==> config.mk <==
export PLATFORM = sky130hd
export DESIGN_NAME = pts_tx_ctrl
export DESIGN_NICKNAME = d
export VERILOG_FILES = /design/src/rtl/pts_tx_pkg.sv /design/src/rtl/tx_bit_timer.sv /design/src/rtl/pts_tx_ctrl.sv
export SDC_FILE = /design/constraint.sdc
export NUM_CORES = 1
export LEC_CHECK = 0
export ABC_AREA = 1
export ABC_CLOCK_PERIOD_IN_PS = 2600
export BUFFER_PORTS_ARGS = -buffer_cell sky130_fd_sc_hd__buf_2
export CAP_MARGIN = 20
export CORE_UTILIZATION = 29
export DETAILED_ROUTE_END_ITERATION = 10
export GPL_TIMING_DRIVEN = 0
export PLACE_DENSITY = 0.52
export SYNTH_ARGS = -nofsm -noshare
export SYNTH_HDL_FRONTEND = slang
export SYNTH_SLANG_ARGS = --single-unit
==> constraint.sdc <==
create_clock -name clk -period 2.6 [get_ports clk]
set_input_delay 0.26 -clock clk [delete_from_list [all_inputs] [get_ports clk]]
set_output_delay 0.26 -clock clk [all_outputs]
set_load 0.02 [all_outputs]
==> src/rtl/pts_tx_pkg.sv <==
// Shared types and sizing helpers for the parallel-to-serial transmit controller.
package pts_tx_pkg;

    typedef enum logic [1:0] {
        IDLE  = 2'd0,
        SHIFT = 2'd1,
        GAP   = 2'd2
    } tx_state_e;

    // One timer serves both bit timing and gap timing, so size it for the larger span.
    function automatic int unsigned timer_width(input int unsigned clks_per_bit,
                                                input int unsigned idle_gap);
        int unsigned span;
        span = (clks_per_bit > idle_gap) ? clks_per_bit : idle_gap;
        return (span > 1) ? int'($clog2(span)) : 1;
    endfunction

endpackage

==> src/rtl/tx_bit_timer.sv <==
// Up-counter that wraps at a programmable terminal value and flags the terminal cycle.
module tx_bit_timer #(
    parameter int unsigned WIDTH = 2
) (
    input  logic             clk,
    input  logic             n_rst,
    input  logic             clear,
    input  logic             enable,
    input  logic [WIDTH-1:0] terminal,
    output logic             boundary_c
);

    logic [WIDTH-1:0] count;

    assign boundary_c = (count == terminal);

    always_ff @(posedge clk or negedge n_rst) begin
        if (!n_rst) begin
            count <= '0;
        end else if (clear) begin
            count <= '0;
        end else if (enable) begin
            count <= boundary_c ? '0 : count + WIDTH'(1);
        end
    end

endmodule

==> src/rtl/pts_tx_ctrl.sv <==
// Transmit controller driving load/shift pulses of an MSB-first, idle-high
// parallel-to-serial shift register from a one-entry valid/ready buffer.
module pts_tx_ctrl
    import pts_tx_pkg::*;
#(
    parameter int unsigned NUM_BITS     = 8,
    parameter int unsigned CLKS_PER_BIT = 4,
    parameter int unsigned IDLE_GAP     = 2
) (
    input  logic                clk,
    input  logic                n_rst,
    input  logic [NUM_BITS-1:0] tx_data,
    input  logic                tx_valid,
    output logic                tx_ready,
    output logic                sr_load_enable,
    output logic                sr_shift_enable,
    output logic [NUM_BITS-1:0] sr_parallel_in,
    output logic                busy,
    output logic                word_done
);

    localparam int unsigned TIMER_W = timer_width(CLKS_PER_BIT, IDLE_GAP);
    localparam int unsigned CNT_W   = $clog2(NUM_BITS);

    localparam logic [TIMER_W-1:0] BIT_TERM = TIMER_W'(CLKS_PER_BIT - 1);
    localparam logic [TIMER_W-1:0] GAP_TERM = TIMER_W'((IDLE_GAP > 0) ? IDLE_GAP - 1 : 0);
    localparam logic [CNT_W-1:0]   LAST_BIT = CNT_W'(NUM_BITS - 1);

    tx_state_e           state;
    logic                buf_valid;
    logic [NUM_BITS-1:0] buf_data;
    logic [CNT_W-1:0]    bit_cnt;
    logic                accept;
    logic                timer_clear;
    logic                timer_enable;
    logic [TIMER_W-1:0]  timer_term;
    logic                boundary;

    // The buffer frees up in the same cycle the shift register takes its word.
    assign tx_ready       = !buf_valid || sr_load_enable;
    assign accept         = tx_valid && tx_ready;
    assign sr_parallel_in = buf_data;
    assign busy           = (state != IDLE);

    // Timer is held at zero while idle and wraps to zero at every boundary, so
    // each state transition lands on a fresh count.
    assign timer_clear  = (state == IDLE);
    assign timer_enable = (state != IDLE);
    assign timer_term   = (state == GAP) ? GAP_TERM : BIT_TERM;

    tx_bit_timer #(
        .WIDTH(TIMER_W)
    ) u_timer (
        .clk       (clk),
        .n_rst     (n_rst),
        .clear     (timer_clear),
        .enable    (timer_enable),
        .terminal  (timer_term),
        .boundary_c(boundary)
    );

    // One-entry holding buffer; an accept during a load keeps it full with the new word.
    always_ff @(posedge clk or negedge n_rst) begin
        if (!n_rst) begin
            buf_valid <= 1'b0;
            buf_data  <= '1;
        end else if (accept) begin
            buf_valid <= 1'b1;
            buf_data  <= tx_data;
        end else if (sr_load_enable) begin
            buf_valid <= 1'b0;
        end
    end

    // Pulses are registered one cycle ahead of the shift register edge they act on.
    always_ff @(posedge clk or negedge n_rst) begin
        if (!n_rst) begin
            state           <= IDLE;
            bit_cnt         <= '0;
            sr_load_enable  <= 1'b0;
            sr_shift_enable <= 1'b0;
            word_done       <= 1'b0;
        end else begin
            sr_load_enable  <= 1'b0;
            sr_shift_enable <= 1'b0;
            word_done       <= 1'b0;
            case (state)
                IDLE: begin
                    if (buf_valid) begin
                        sr_load_enable <= 1'b1;
                        bit_cnt        <= '0;
                        state          <= SHIFT;
                    end
                end
                SHIFT: begin
                    if (boundary) begin
                        if (bit_cnt != LAST_BIT) begin
                            sr_shift_enable <= 1'b1;
                            bit_cnt         <= bit_cnt + CNT_W'(1);
                        end else begin
                            word_done <= 1'b1;
                            bit_cnt   <= '0;
                            if (IDLE_GAP == 0 && buf_valid) begin
                                // Back-to-back: reload replaces the final shift.
                                sr_load_enable <= 1'b1;
                            end else begin
                                sr_shift_enable <= 1'b1;
                                state           <= (IDLE_GAP > 0) ? GAP : IDLE;
                            end
                        end
                    end
                end
                GAP: begin
                    if (boundary) begin
                        if (buf_valid) begin
                            sr_load_enable <= 1'b1;
                            bit_cnt        <= '0;
                            state          <= SHIFT;
                        end else begin
                            state <= IDLE;
                        end
                    end
                end
                default: begin
                    state <= IDLE;
                end
            endcase
        end
    end

endmodule

# Yosys cells after proc, flatten, opt, wreduce, memory -nomap -nowiden
# Index checks and enable logic that the tools add are counted.
[totals] ff_bits=19 out_inout_bits=13 elab_cells=53
[op_classes] add_sub_neg=2 eq_ne=8 mux=25 n_reduce_logical=10
[op_table] op="$mux W2" count=8
[op_table] op="$mux W3" count=4
[op_table] op="$mux W1" count=10
[op_table] op="$pmux W3 S3" count=1
[op_table] op="$pmux W2 S3" count=1
[op_table] op="$reduce_bool A2 Y1" count=3
[op_table] op="$ne A2 B1 Y1 const B" count=2
[op_table] op="$ne A2 B2 Y1 const B" count=2
[op_table] op="$reduce_and A4 Y1" count=1
[op_table] op="$add A3 B1 Y3 const B" count=1
[op_table] op="$ne A3 B3 Y1 const B" count=1
[op_table] op="$reduce_and A3 Y1" count=1
[op_table] op="$reduce_bool A3 Y1" count=1
[op_table] op="$add A2 B1 Y2 const B" count=1
[op_table] op="$eq A2 B1 Y1 const B" count=1
[op_table] op="$eq A2 B2 Y1" count=1
[op_table] op="$eq A2 B2 Y1 const B" count=1
[op_table] op="$logic_not A2 Y1" count=1
[op_table] op="$pmux W1 S2" count=1
[op_table] op="$logic_and A1 B1 Y1" count=1
[op_table] op="$logic_not A1 Y1" count=1
[op_table] op="$logic_or A1 B1 Y1" count=1

# Longest topological paths before layout
# Gate-level depths: netlist of run 1.
[logic_depth] ltp_word=6 mapped_depth=7 ltp_nobuf=7

# Modules after synthesis
# Synthesis of run 1 repeated with hierarchy kept, for this count alone.
[hier_totals] cells_unflattened=110 hier_area_um2=894.6
[modules_own_cells] module="pts_tx_ctrl" instances=1 cells_per_inst=85 area_per_inst_um2=744.5 seq_area_each_um2=435.4
[modules_own_cells] module="tx_bit_timer" instances=1 cells_per_inst=25 area_per_inst_um2=150.1 seq_area_each_um2=50.0

# Worst setup path before layout of run 1
# No wires, ideal clock.
[synth_timing] path_type="register -> register" start="register bit_cnt[0]" end="register bit_cnt[2]" setup_time_ns=0.118 t_arrival_ns=1.026 slack_ns=1.456 stages_incl_launch_ff=7 n_path_buf=0 synth_period_minus_slack_ns=1.144 cell_sequence="dfrtp_1 > ha_1 > ha_1 > inv_1 > nor2_1 > nand3_1 > nand2_1"
[synth_via] elab_chain_cells=4 elab_cells_between_ends=5 cone_classes="1 x add/sub; 1 x eq/ne; 3 x mux"
[synth_rtl] element="start: declaration" line="pts_tx_ctrl.sv:32" text="logic [CNT_W-1:0] bit_cnt;"
[synth_rtl] element="start signal: assignment" line="pts_tx_ctrl.sv:99" text="bit_cnt <= bit_cnt + CNT_W'(1);"
[synth_rtl] element="$add A3 B1 Y3 or $ne A3 B3 Y1 (tied branches)" line="pts_tx_ctrl.sv:99, pts_tx_ctrl.sv:97"
[synth_rtl] element="$mux W3 *" line="pts_tx_ctrl.sv:97" text="if (bit_cnt != LAST_BIT) begin"
[synth_rtl] element="$mux W3 *" line="pts_tx_ctrl.sv:96" text="if (boundary) begin"
[synth_rtl] element="$pmux W3 S3 *" line="pts_tx_ctrl.sv:87" text="case (state)"
# Mark *: on every way between the ends. The rest lies on a longest branch, timed or not. The select of a mux whose other input is x is not followed.
# A chain may end at the register's enable or synchronous reset.

# Final worst setup path of run 1
[layout_timing] start="register buf_valid" end="output port tx_ready"
[layout_via] elab_chain_cells=2
[layout_rtl] element="start: declaration" line="pts_tx_ctrl.sv:30" text="logic buf_valid;"
[layout_rtl] element="start signal: assignment" line="pts_tx_ctrl.sv:65" text="buf_valid <= 1'b0;"
[layout_rtl] element="start signal: assignment" line="pts_tx_ctrl.sv:68" text="buf_valid <= 1'b1;"
[layout_rtl] element="start signal: assignment" line="pts_tx_ctrl.sv:71" text="buf_valid <= 1'b0;"
[layout_rtl] element="$logic_not A1 Y1" line="pts_tx_ctrl.sv:40" text="assign tx_ready = !buf_valid || sr_load_enable;"
[layout_rtl] element="$logic_or A1 B1 Y1" line="pts_tx_ctrl.sv:40"
[layout_rtl] element="end: declaration" line="pts_tx_ctrl.sv:14" text="output logic tx_ready,"
# Every way passes these cells.

==> results of run 1 <==
sequential cells by signal, summed over array words and instances (netlist names):
name,flops
u_timer.count,2
sr_shift_enable,1
sr_load_enable,1
state,2
bit_cnt,3
word_done,1
buf_valid,1
sr_parallel_in,8
placed cells by master (no fill, tap or decap), types with 2 or more instances in the layout:
cell	count
sky130_fd_sc_hd__nand2_1	29
sky130_fd_sc_hd__buf_2	24
sky130_fd_sc_hd__nand3_1	12
sky130_fd_sc_hd__dfrtp_1	11
sky130_fd_sc_hd__inv_1	9
sky130_fd_sc_hd__dfstp_2	8
sky130_fd_sc_hd__nor2_1	6
sky130_fd_sc_hd__nand4_1	4
sky130_fd_sc_hd__clkbuf_4	3
sky130_fd_sc_hd__nand2_2	2
sky130_fd_sc_hd__a21oi_1	2
sky130_fd_sc_hd__ha_1	2
cells by family after synthesis:
kind of cell               after synthesis  synth area share [%]
AOI/OAI and AO/OA                        5                  3.23
adders and majority gates                2                  2.93
buffers and inverters                   12                  5.57
DFF                                     19                  56.9
and+or+nand+nor                         57                  31.4
per-stage QoR:
stage          power (mW)  setup slack (ns)  hold WS, ns  std cells  area (sq um)
2_1_floorplan       0.989              1.46      -0.0356         95           853
3_3_place_gp         1.15              1.40        0.219        148          1000
3_5_place_dp         1.17              1.38        0.225        148          1000
4_1_cts              1.32              1.10        0.156        153          1040
5_1_grt              1.41              1.02        0.141        153          1040
6_report             1.30              1.12        0.170        153          1040
worst max-delay path: stages, from the launching register on:
cell and delay (ns):
sky130_fd_sc_hd__dfrtp_1 0.43, sky130_fd_sc_hd__nand2_1 0.11, sky130_fd_sc_hd__buf_2 0.20, sky130_fd_sc_hd__buf_2 0.19
layout make-up:
cell class | instances | area share [%]
Buffer | 2 | 0.963
Sequential cell | 19 | 46.7
Clock inverter | 1 | 0.481
Inverter | 10 | 3.61
Tap cell | 31 | 3.73
Multi-Input combinational cell | 64 | 30.8
Clock buffer | 3 | 2.17
Timing Repair Buffer | 23 | 11.6
report_power, final:
group          switching, mW  total [mW]  internal, mW
registers             0.0966       0.561         0.465
clock network         0.0834       0.141        0.0571
logic                  0.387       0.595         0.208
total                  0.567        1.30         0.730
per-layer routing:
layer,global-route usage [%],part of all wire [%]
met1,15.0,49
met2,18.7,46
met3,2.33,4.3
met4,5.23,0
met5,0,0
worst paths after layout:
path / start / to / slack, ns / cells past startpoint
worst max-delay path: buf_valid / tx_ready / 1.12 / 3
max in group asynchronous: n_rst / sr_parallel_in[7] / 1.84 / 2
worst min-delay path: tx_data[3] / sr_parallel_in[3] / 0.17 / 3
worst min register to register: sr_parallel_in[7] / sr_parallel_in[7] / 0.47 / 2
worst max register to register: bit_cnt[0] / bit_cnt[2] / 1.37 / 6
min in group asynchronous: n_rst / buf_valid / 0.42 / 2
==> flow_summary.yaml, run 1 <==
clocking:
  post_cts.repair.setup_buffers: 0
  cts_inserted_buffers: 3
  cts_max_path_buffers: 2
  cts-root-buf: "sky130_fd_sc_hd__clkbuf_4"
  clock_transition_at_the_registers_of_the_reported_paths_ns: 0.11
  clkLatencyLatePin_ns: 0.29
  clock_tree.htree_level_count: 1
  postCtsResizedCells: 0
  tritoncts: "done"
  clock-sinks: 19
  post_cts_hold_buffer_count: 1
timing:
  setup_total_negative_slack_ns: 0
  maxSlewViolCount: 0
  setup_viol_count_final: 0
  period_minus_slack_ns: 1.48
  rsz0062_at_grt: "no"
  final_hold_viol_count: 0
  post-route-period-util_pct: 57.1
  clock-skew-final_ns: 0.0116
  timing.max_slew.rel_slack_pct: 72.1
  tightest_slew_ns: 0.419
  clock.fmax_ghz: 0.674
layout:
  antennaDiodeCount: 0
  final_core_util_pct: 37.4
  regArea_sq_um: 485
  fill_cells: 291
  nNetsFinal: 136
  multi_input_comb_area_sq_um: 320
  syn_to_final_growth_pct: 21.8
  layout-drive-gt1-share_pct: 35.2
synthesis:
  ys_warnings: 0
  postSynthAreaPerCell_sq_um: 8.98
  seq_area_frac_synth_pct: 56.9
  synth-edff-count: 0
  synthCells: 95
  synth-seq-cells: 19
  synthTopCellsByCount: "sky130_fd_sc_hd__nand2_1, sky130_fd_sc_hd__nand3_1, sky130_fd_sc_hd__dfrtp_1"
  most_common_cell_in_the_synthesized_netlist: "sky130_fd_sc_hd__nand2_1"
  synthFlopType: "sky130_fd_sc_hd__dfrtp_1"
  synth.cell_area_sq_um: 853
  yosys.cell_types.count: 19
  syn-num-nets: 108
  synth_top_cell_area_share_pct: 32.3
  post-synth-top-area-cell: "sky130_fd_sc_hd__dfrtp_1"
  async_reset_ff_share_pct: 100
  synth.top_cells.by_area: "sky130_fd_sc_hd__dfrtp_1, sky130_fd_sc_hd__dfstp_2, sky130_fd_sc_hd__nand2_1"
run_status:
  result_of_the_run: "complete, no violations"
placement:
  dp_hpwl_microns: 1230
  finalWeightedCongestion: 0.759
  place.port_buffers: 22
worst_setup_path:
  timing.critical_path.fanout_max: 10
  arrival_ns: 1.22
  required_time_at_the_worst_slack_endpoint_ns: 2.34
  start_kind: "flip-flop"
  critical_path.endpoint_type: "primary output"
  critPathKind: "reg -> out"
power_and_ir_drop:
  p_leak_nw: 0.551
  pwr_cell_area_mw_per_mm2: 1250
  vdd.ir_drop.worst_v: 0.000629
routing:
  via_count: 699
  drtIter0Drc: 6
  post_drt_wl_per_cell_microns: 10.4
  dr.pass1.iters: 3
  via_per_inst: 4.57
  drt_drc_violations_left: 0
  final_antenna_net_count: 0
  totalWireLength_microns: 1590
global_route:
  grt_antenna_before_repair: 0
  first_global_vias: 685
  grt_first_pass_wirelength_microns: 2900
  grtUsageTotal_pct: 11.6
  largest_net_degree_at_the_start_of_global_routing: 20
  global_route.overflow_total: 0
die:
  placeableCoreArea_sq_mm: 0.00278
  die_area_sq_mm: 0.00316
  floorplan.initialDensity_pct: 30.7
  top_level_ports: 24
  die_extent_in_x_microns: 56.2
  floorplan.rows: 19
  fp.dieH_microns: 56.2
hold_path:
  min-delay-path-class: "in -> reg"
flow_run:
  maxCapViolCount: 0
Power figures use the tool's default switching activity.
==> inputs of run 2 (changes only) <==
--- a/config.mk
+++ b/config.mk
@@ -6,13 +6,13 @@
 export NUM_CORES = 1
 export LEC_CHECK = 0
 export ABC_AREA = 1
-export ABC_CLOCK_PERIOD_IN_PS = 2600
+export ABC_CLOCK_PERIOD_IN_PS = 1200
 export BUFFER_PORTS_ARGS = -buffer_cell sky130_fd_sc_hd__buf_2
 export CAP_MARGIN = 20
 export CORE_UTILIZATION = 29
 export DETAILED_ROUTE_END_ITERATION = 10
 export GPL_TIMING_DRIVEN = 0
-export PLACE_DENSITY = 0.52
+export PLACE_DENSITY = 0.53
 export SYNTH_ARGS = -nofsm -noshare
 export SYNTH_HDL_FRONTEND = slang
 export SYNTH_SLANG_ARGS = --single-unit
==> constraint.sdc (replaced) <==
create_clock -name clk -period 1.2 [get_ports clk]
set_input_delay 0.12 -clock clk [delete_from_list [all_inputs] [get_ports clk]]
set_output_delay 0.12 -clock clk [all_outputs]
set_load 0.02 [all_outputs]
==> run 2 against run 1 <==
Net effect: setup slack got worse by 1.1 ns; clock power rose by 140%; cell count rose by 8.5%; largest cell class unchanged; total power rose to 2.5 times the previous value; clock skew fell by 0.0039 ns; core utilization rose by 6.8 points.
==> flow_summary.yaml, run 2 (synthesis gave the netlist of run 1 again) <==
layout:
  syn_to_final_growth_pct: 44.1
  fill_cells: 285
  final_core_util_pct: 44.2
  layout-drive-gt1-share_pct: 48.1
  antennaDiodeCount: 0
  final_common_cell: "sky130_fd_sc_hd__nand2_1"
  nNetsFinal: 149
  largest_register_ff_count: 8
  most_frequent_cells_in_the_layout: "sky130_fd_sc_hd__nand2_1, sky130_fd_sc_hd__buf_2, sky130_fd_sc_hd__nand3_1, sky130_fd_sc_hd__dfrtp_1"
worst_setup_path:
  timing.critical_path.fanout_max: 6
  path_delay_family: "flip-flops"
  start_kind: "flip-flop"
  crit_chain: "buf_4 > inv_4 > nand4_1 > buf_6 > nand4_1 > nand2_1"
  ff2ff_setup_slack_ns: 0.03
  critPathKind: "reg -> reg"
  timing.rr.end: "bit_cnt[0]"
  arrival_ns: 1.37
  worst-r2r-cell-count: 6
  critical_path.endpoint_type: "flip-flop"
  critical_path.max_stage_delay_ns: 0.45
  worst-path-buf-inv: 3
  cp_common_cell: "sky130_fd_sc_hd__nand4_1"
  required_time_at_the_worst_slack_endpoint_ns: 1.40
  regToRegStartpoint: "state[1]"
  crit_slowest_cell: "sky130_fd_sc_hd__dfrtp_2"
power_and_ir_drop:
  p_leak_nw: 0.628
  vdd.ir_drop.worst_v: 0.00154
  pwr_cell_area_mw_per_mm2: 2670
timing:
  final_hold_viol_count: 0
  hold-worst-slack_ns: 0.0178
  post-route-period-util_pct: 97.2
  period_minus_slack_ns: 1.17
  timing.max_slew.rel_slack_pct: 71.0
  rsz0062_at_grt: "yes"
  clock.fmax_ghz: 0.857
  setup_viol_count_final: 0
  clock-skew-final_ns: 0.00763
  maxSlewViolCount: 0
  tightest_slew_ns: 0.435
  setup_total_negative_slack_ns: 0
run_status:
  result_of_the_run: "complete, no violations"
flow_run:
  maxCapViolCount: 0
routing:
  drtIter0Drc: 10
  drt_drc_violations_left: 0
  final_antenna_net_count: 0
  via_count: 773
  totalWireLength_microns: 1980
  post_drt_wl_per_cell_microns: 12.0
  dr.pass1.iters: 4
  via_per_inst: 4.66
hold_path:
  min_to: "sr_parallel_in[2]"
  min_from: "tx_data[2]"
  worstHoldPathCells: 3
  min-delay-path-class: "in -> reg"
global_route:
  global_route.overflow_total: 0
  grt_antenna_before_repair: 0
  first_global_vias: 712
  grtUsageTotal_pct: 13.1
  grt_first_pass_wirelength_microns: 3200
  largest_net_degree_at_the_start_of_global_routing: 20
die:
  fp.dieH_microns: 56.2
  floorplan.rows: 19
  top_level_ports: 24
  die_extent_in_x_microns: 56.2
  die_area_sq_mm: 0.00316
  placeableCoreArea_sq_mm: 0.00278
  floorplan.initialDensity_pct: 30.7
clocking:
  clock_transition_at_the_registers_of_the_reported_paths_ns: 0.12
  clock_tree.htree_level_count: 1
  cts_inserted_buffers: 3
  clkLatencyLatePin_ns: 0.31
  cts-root-buf: "sky130_fd_sc_hd__clkbuf_4"
  clock-sinks: 19
  tritoncts: "done"
  cts_max_path_buffers: 2
placement:
  dp_hpwl_microns: 1210
  place.port_buffers: 22
  finalWeightedCongestion: 0.811
==> run 2: power by group <==
group          switching [mW]  leakage (nW)  internal [mW]  total [mW]
combinational            1.01         0.397          0.730        1.74
sequential              0.188         0.217           1.01        1.20
clock                   0.217        0.0139          0.127       0.344
==> run 2: timing repair <==
item | 4_1_cts | 5_1_grt
endpoints found under the hold margin | 15 | 0
resized for setup | 9 | 18
setup endpoints to repair | 4 | 7
setup buffers | 7 | 3
hold buffers | 5 | 0
pin swaps | 1 | 14
==> run 2: worst reg2reg max path, stage by stage (launching register included) <==
cell and delay (ns):
sky130_fd_sc_hd__dfrtp_2 0.45, sky130_fd_sc_hd__buf_4 0.15, sky130_fd_sc_hd__inv_4 0.06, sky130_fd_sc_hd__nand4_1 0.11, sky130_fd_sc_hd__buf_6 0.17, sky130_fd_sc_hd__nand4_1 0.08
sky130_fd_sc_hd__nand2_1 0.06
==> run 2: worst max path at each step <==
stage	cells past startpoint	end	from	slack, ns
after floorplan	6	bit_cnt[2]	bit_cnt[0]	0.06
after global placement	6	bit_cnt[2]	bit_cnt[0]	0.006
after detailed placement	6	bit_cnt[2]	bit_cnt[0]	-0.02
after CTS	7	state[0]	state[0]	-0.009
after global routing	7	state[0]	state[0]	-0.04
final	6	bit_cnt[0]	state[1]	0.03
==> run 2: routing by layer <==
| metal | global-route usage, % | part of all wire (%) | up-vias |
|---|---|---|---|
| met5 | 0 | 0 | - |
| met4 | 4.18 | 0.40 | 0 |
| met3 | 4.88 | 5.1 | 2 |
| met2 | 21.4 | 48 | 25 |
| met1 | 15.9 | 47 | 358 |
| li1 | - | - | 388 |
==> run 2: final cells by class <==
type,count,area (sq um),area share [%]
Sequential cell,19,488,39.7
Multi-Input combinational cell,64,370,30.1
Timing Repair Buffer,37,255,20.8
Inverter,10,42.5,3.46
Tap cell,31,38.8,3.15
Clock buffer,3,22.5,1.83
Clock inverter,1,7.51,0.610
Buffer,1,5.00,0.407
==> run 2: through the flow <==
stage | worst slack (ns) | instance area [sq um] | power [mW] | std cells
finish | 0.0331 | 1230 | 3.28 | 166
global route | -0.0405 | 1230 | 3.55 | 166
CTS | -0.00857 | 1160 | 3.15 | 164
detailed placement | -0.0247 | 1000 | 2.53 | 148
global placement | 0.00642 | 1000 | 2.50 | 148
floorplan | 0.0557 | 853 | 2.14 | 95
